--- src/rtl/tdm_mux_nx1.sv ---
// N:1 time-division multiplexer with manual select and auto-scan modes.
// One output sample per clock, registered, with channel index and frame pulse.
module tdm_mux_nx1 #(
  parameter int WIDTH    = 4,
  parameter int CHANNELS = 4,
  parameter int SEL_W    = $clog2(CHANNELS)
) (
  input  logic                      clk,
  input  logic                      rst_n,
  input  logic [CHANNELS*WIDTH-1:0] in_bus,
  input  logic                      en,
  input  logic                      mode,
  input  logic [SEL_W-1:0]          select,
  input  logic [7:0]                dwell,
  output logic [WIDTH-1:0]          out,
  output logic                      out_valid,
  output logic [SEL_W-1:0]          channel,
  output logic                      frame_done
);

  typedef enum logic [1:0] {
    IDLE,
    MANUAL,
    SCAN
  } state_t;

  localparam logic [SEL_W-1:0] LAST = SEL_W'(CHANNELS - 1);

  state_t           state_q;
  state_t           state_d;
  logic [7:0]       cnt_q;
  logic [7:0]       cnt_d;
  logic [SEL_W-1:0] ch_d;
  logic [WIDTH-1:0] out_d;
  logic             valid_d;
  logic             fd_d;
  logic [WIDTH-1:0] sel_data;
  logic             sel_ok;

  always_ff @(posedge clk or negedge rst_n) begin
    if (!rst_n) begin
      state_q    <= IDLE;
      cnt_q      <= '0;
      channel    <= '0;
      out        <= '0;
      out_valid  <= 1'b0;
      frame_done <= 1'b0;
    end else begin
      state_q    <= state_d;
      cnt_q      <= cnt_d;
      channel    <= ch_d;
      out        <= out_d;
      out_valid  <= valid_d;
      frame_done <= fd_d;
    end
  end

  always_comb begin
    state_d  = IDLE;
    cnt_d    = cnt_q;
    ch_d     = channel;
    out_d    = out;
    valid_d  = 1'b0;
    fd_d     = 1'b0;
    sel_data = '0;
    sel_ok   = 1'b0;

    if (en) state_d = mode ? SCAN : MANUAL;

    unique case (state_d)
      MANUAL: begin
        ch_d  = select;
        cnt_d = '0;
      end
      SCAN: begin
        if (state_q != SCAN) begin
          ch_d  = '0;
          cnt_d = '0;
        end else if (cnt_q >= dwell) begin
          // >= so a dwell shrunk below the count advances at once
          cnt_d = '0;
          if (channel == LAST) begin
            ch_d = '0;
            fd_d = 1'b1;
          end else begin
            ch_d = channel + 1'b1;
          end
        end else begin
          cnt_d = cnt_q + 8'd1;
        end
      end
      default: ;
    endcase

    // Out-of-range selects leave sel_ok low
    for (int k = 0; k < CHANNELS; k++) begin
      if (ch_d == SEL_W'(k)) begin
        sel_data = in_bus[k*WIDTH +: WIDTH];
        sel_ok   = 1'b1;
      end
    end

    if (state_d != IDLE) begin
      out_d   = sel_ok ? sel_data : '0;
      valid_d = sel_ok;
    end
  end

endmodule

--- config.mk ---
export PLATFORM = sky130hd
export DESIGN_NAME = tdm_mux_nx1
export DESIGN_NICKNAME = d
export VERILOG_FILES = /design/src/rtl/tdm_mux_nx1.sv
export SDC_FILE = /design/constraint.sdc
export NUM_CORES = 1
export LEC_CHECK = 0
export BUFFER_PORTS_ARGS = -buffer_cell sky130_fd_sc_hd__clkbuf_2
export CAP_MARGIN = 20
export CORE_MARGIN = 2
export CORE_UTILIZATION = 40
export DETAILED_ROUTE_END_ITERATION = 6
export PLACE_DENSITY = 0.65
export SETUP_SLACK_MARGIN = 0.2
export SLEW_MARGIN = 20
export SYNTH_ARGS = -nofsm -noshare
export SYNTH_HDL_FRONTEND = slang
export SYNTH_SLANG_ARGS = --single-unit
--- constraint.sdc ---
create_clock -name clk -period 4.3 [get_ports clk]
set_clock_uncertainty 0.1 [all_clocks]
set_input_delay 0 -clock clk [delete_from_list [all_inputs] [get_ports clk]]
set_output_delay 0 -clock clk [all_outputs]
set_load 0.03 [all_outputs]
# Word-level counts from Yosys, hierarchy flattened

Cells that the tools add are included.
Widths: inputs -> output; s select.

Register bits: 18
Bits of input ports: 30
Output and inout bits: 8
Logic and storage cells: 42

$add $sub $neg: 2
Magnitude comparators: 1
Eq/ne operators: 7
Multiplexer cells: 23
Reductions and logical operators: 3

Operator list:

| kind                | count |
|---|---|
| $mux 4              | 5 |
| $mux 8              | 2 |
| $pmux 8 s2          | 1 |
| $mux 2              | 5 |
| $mux 1              | 9 |
| $add 8x1->8 const B | 1 |
| $eq 2x2->1 const B  | 4 |
| $ge 8x8->1          | 1 |
| $eq 2x1->1 const B  | 2 |
| $pmux 2 s2          | 1 |
| $reduce_bool 2->1   | 2 |
| $add 2x1->2 const B | 1 |
| $logic_not 2->1     | 1 |
| $ne 2x2->1 const B  | 1 |

# Depth between registers and ports, before layout

Word-level depth: 11
Depth in mapped cells: 10

# Worst setup path before layout

No wires, ideal clock.

Kind: register -> register
Start: register cnt_q[0]
End: register out[0]
Data arrival time: 2.371 ns
Setup slack: 1.691 ns
Stages on the path, launching flop included: 11
Clock period less this slack: 2.609 ns
Path through: dfrtp_1 inv_1 ha_1 nand2b_4 a2111o_1 a211oi_4 mux2i_1 o22a_1 buf_6 mux2i_1 o221ai_1

Cells in the longest elaborated chain, start to end: 10
Elaborated cells between the ends (all ways): 17

Ends and longest elaborated chain:

| item                                                  | RTL line | text |
|---|---|---|
| from (decl)                                           | 31       | `logic [7:0] cnt_q;` |
| from (signal assigned)                                | 50       | `cnt_q <= cnt_d;` |
| $ge 8x8->1 (*)                                        | 79       | `end else if (cnt_q >= dwell) begin` |
| $mux 2 (*)                                            | 79       |  |
| $mux 2 (*)                                            | 76       | `if (state_q != SCAN) begin` |
| $pmux 2 s2 (*)                                        | 70       | `unique case (state_d)` |
| $logic_not 2->1                                       | 97       | `if (ch_d == SEL_W'(k)) begin` |
| $mux 4 / $mux 1 (equally long branches) (4 in series) | 97       |  |
| $mux 4 (*)                                            | 104      | `out_d = sel_ok ? sel_data : '0;` |
| to (signal assigned)                                  | 52       | `out <= out_d;` |
| to (decl)                                             | 15       | `output logic [WIDTH-1:0] out,` |

Every way passes the cells marked *; elsewhere a longest branch is shown, timed or not.
A chain may end at the register's enable or synchronous reset.

# Final worst setup path

Start: register cnt_q[0]
End: register out[2]

Same word-level chain as after synthesis.

==> flow_summary_export.csv <==
group,metric,value,unit
yosys,yosys_register_bits,18,
die,fp.dieH,57.91,um
hold_path,hold-path-cell-count,4,
layout,layout.cell_area.non_filler,1610,um2
worst_setup_path,critPathCaptureType,"flip-flop",
die,top_level_ports,38,
grt,number_of_global_route_vias_before_repair,1111,
die,floorplan.core_area,2758,um2
layout,post_route_cells_drive_above_1_share,26.37,%
worst_setup_path,crit_path_top_delay_cell,"sky130_fd_sc_hd__dlygate4sd3_1",
cts,cell_at_the_root_of_the_clock_tree,"sky130_fd_sc_hd__clkbuf_4",
worst_setup_path,cpPeakStageDelay,0.60,ns
worst_setup_path,critical_path_cell_count,11,
flow_run,cap_viol_max_count,0,
placement,placed_cell_area,1360,um2
status,status,"completed",
placement,globalplace.congestion,0.8329,
drt,finalWirelength,2.953,mm
drt,drcViolationCount,0,
yosys,syn-instance-count,124,
drt,dr_total_vias,1132,
timing,maxSlewViolCount,0,
layout,final_nets,223,
layout,insertedDiodeCount,0,
hold_path,hold_class,"in2reg",
worst_setup_path,r2r_cells,11,
timing,setup_repair_after_global_routing_missed_its_margin,"no",
grt,grt_max_degree,23,
drt,viasPerCell,5.315,
die,floorplan.rows,19,
power_and_ir_drop,p_leak,0.8450,nW
yosys,synth-seq-area-share,38.75,%
worst_setup_path,critical_path.cell_chain,"inv_1, ha_1, nand2b_4, a2111o_1, a211oi_4, mux2i_1, o22a_2, mux2i_1, dlygate4sd3_1, o221ai_1, dlygate4sd3_1",
yosys,syn-cell-area,1162,um2
drt,dr.pass1.iters,4,
timing,timing.slew.headroom,68.14,%
timing,setup_total_negative_slack,0,ns
layout,synthToLayoutAreaGrowth,38.54,%
cts,clock_tree.buffer_depth,2,
power_and_ir_drop,worst_ir_drop_on_vdd,0.2375,mV
power_and_ir_drop,power_density,247.2,nW/um2
cts,clock_insertion_delay_worst_skew,0.30,ns
timing,fin_crit,3.967,ns
drt,wire_per_inst,13.86,um
die,die_w,57.91,um
worst_setup_path,timing.critical_path.max_delay_family,"buffers and inverters",
worst_setup_path,critPathRequiredTime,4.39,ns
timing,max_freq,0.2521,GHz
drt,detail-route-antenna-nets,0,
drt,detailedRoute.firstIterationViolations,33,
timing,final.period_utilization,92.25,%
worst_setup_path,critical_path.startpoint_type,"flip-flop",
die,die_area,3353,um2
cts,clkSinkCount,18,
worst_setup_path,timing.critical_path.fanout_max,8,
worst_setup_path,start_to_end_type_of_the_worst_setup_path,"reg2reg",
timing,timing_hold_violations_final,0,
placement,placed_instance_count,187,
timing,final-setup-viol-count,0,
cts,clk_transition_reported_paths,0.12,ns
yosys,count_of_unique_library_cells_instantiated_by_yosys,28,
grt,global_route.usage.total,18.88,%
grt,grt_antenna_before_repair,0,
cts,cts-buffers-inserted,3,
placement,post-dp-hpwl,1.973,mm
cts,tritoncts_clock_tree,"built",
worst_setup_path,worst-path-buf-inv,3,
worst_setup_path,cp.arrival,4.05,ns
yosys,syn-num-nets,164,
die,initial_core_utilization,42.15,%
yosys,synth-warning-count,0,
grt,grt-ovfl-total,0,
yosys,syn_avg_cell_area,9.374,um2
grt,first_pass_grt_wire_length,4.788,mm
layout,fin_cells,213,
cts,ctsHtreeMaxLevel,1,
placement,io_buffers,37,
timing,slew_at_the_pin_closest_to_its_max_slew_limit,0.4780,ns
==> worst register-to-register path, cell delays in order, from the launching register on <==
cell and delay (ns):
sky130_fd_sc_hd__dfrtp_1 0.42, sky130_fd_sc_hd__inv_1 0.09, sky130_fd_sc_hd__ha_1 0.23, sky130_fd_sc_hd__nand2b_4 0.13, sky130_fd_sc_hd__a2111o_1 0.46, sky130_fd_sc_hd__a211oi_4 0.37
sky130_fd_sc_hd__mux2i_1 0.23, sky130_fd_sc_hd__o22a_2 0.30, sky130_fd_sc_hd__mux2i_1 0.22, sky130_fd_sc_hd__dlygate4sd3_1 0.60, sky130_fd_sc_hd__o221ai_1 0.12, sky130_fd_sc_hd__dlygate4sd3_1 0.58
==> repair_timing <==
action | CTS | global route
endpoints found under the hold margin | 26 | 0
setup endpoints to repair | 0 | 1
hold buffers | 19 | 0
gates resized for setup | 0 | 1
buffers inserted | 0 | 3
==> path summary, 6_finish.rpt <==
| path | start | to | slack, ns |
|---|---|---|---|
| max | cnt_q[0] | out[2] | 0.33 |
| min | select[1] | channel[1] | 0.04 |
| max reg2reg | cnt_q[0] | out[2] | 0.33 |
| min reg2reg | out[1] | out[1] | 0.40 |
| max in group asynchronous | rst_n | out_valid | 3.69 |
| min in group asynchronous | rst_n | out[0] | 0.07 |
==> kinds of logic (layout without fill, tap and decap cells) <==
group	count (synthesis)	after routing	share of synthesized area, %
compound gates	27	27	16.15
mux	10	10	8.719
buf+inv	18	76	6.458
simple gates	39	39	17.65
xor+xnor	2	2	1.507
fa+ha+maj	10	10	10.76
flops	18	18	38.75
==> layout by cell type (no fill, tap or decap), types with 2 or more instances in the layout <==
master,n
sky130_fd_sc_hd__clkbuf_2,37
sky130_fd_sc_hd__dlygate4sd3_1,19
sky130_fd_sc_hd__dfrtp_1,18
sky130_fd_sc_hd__o21ai_0,14
sky130_fd_sc_hd__inv_1,13
sky130_fd_sc_hd__nand2_1,11
sky130_fd_sc_hd__ha_1,10
sky130_fd_sc_hd__nand3_1,9
sky130_fd_sc_hd__mux2i_1,9
sky130_fd_sc_hd__nand2b_1,6
sky130_fd_sc_hd__o221ai_1,4
sky130_fd_sc_hd__nor2_1,3
sky130_fd_sc_hd__and3_1,3
sky130_fd_sc_hd__clkbuf_4,3
sky130_fd_sc_hd__buf_4,3
sky130_fd_sc_hd__and2_1,2
sky130_fd_sc_hd__nor2b_1,2
sky130_fd_sc_hd__xnor2_1,2
sky130_fd_sc_hd__o22ai_1,2
==> synth_stat cells (all sizes together) <==
cell	number	area, um2
buf	1	11.26
o21ai	14	70.07
o221ai	4	35.03
o2111ai	1	8.760
nand2	11	41.29
clkbuf	4	15.01
a211oi	2	27.53
mux2	1	11.26
dfrtp	18	450.4
o22ai	2	12.51
nand2b	7	51.30
nand4	1	6.260
nor2	3	11.26
nor2b	2	12.51
a21oi	1	5.000
o22a	1	8.760
and2	3	18.77
a22o	1	8.760
nand3	9	45.04
inv	13	48.80
a2111o	1	11.26
ha	10	125.1
mux2i	9	90.09
xnor2	2	17.52
and3	3	18.77
==> area by class of cell <==
| type | instances | area [um2] |
|---|---|---|
| Clock buffer | 4 | 36.28 |
| Sequential cell | 18 | 450.4 |
| Tap cell | 31 | 38.79 |
| Fill cell | 245 | 1147 |
| Multi-Input combinational cell | 88 | 638.1 |
| Timing Repair Buffer | 59 | 397.9 |
| Inverter | 13 | 48.80 |
==> power by group <==
| part | internal [mW] | switching, mW |
|---|---|---|
| registers | 0.179 | 0.00656 |
| clock network | 0.0516 | 0.0585 |
| logic | 0.0483 | 0.0544 |
==> state kept, by name, summed over array words and instances, names as in the netlist <==
name	flops
cnt_q	8
out_valid	1
out	4
frame_done	1
state_q	2
channel	2
==> routing by layer <==
| layer | track usage, % | up-vias | wire length [um] | part of all wire [%] |
|---|---|---|---|---|
| li1 | - | 552 | - | - |
| met1 | 22.68 | 538 | 1215 | 41 |
| met2 | 33.28 | 34 | 1556 | 53 |
| met3 | 2.902 | 8 | 120 | 4.1 |
| met4 | 8.306 | 0 | 60 | 2.0 |
| met5 | 0 | - | 0 | 0 |
==> through the flow <==
stage / util (%) / power [mW] / hold slack, ns / worst slack, ns
floorplan: - / 0.2399 / -0.3956 / 1.691
CTS: 57.53 / 0.3970 / 0.04286 / 0.2218
global placement: 49.32 / 0.2684 / -0.1348 / 1.419
global route: 58.39 / 0.4183 / 0.07002 / 0.2166
finish: 58.39 / 0.3981 / 0.03899 / 0.3332
detailed placement: 49.32 / 0.2714 / -0.1174 / 1.265
(Power assumes the default switching activity.)
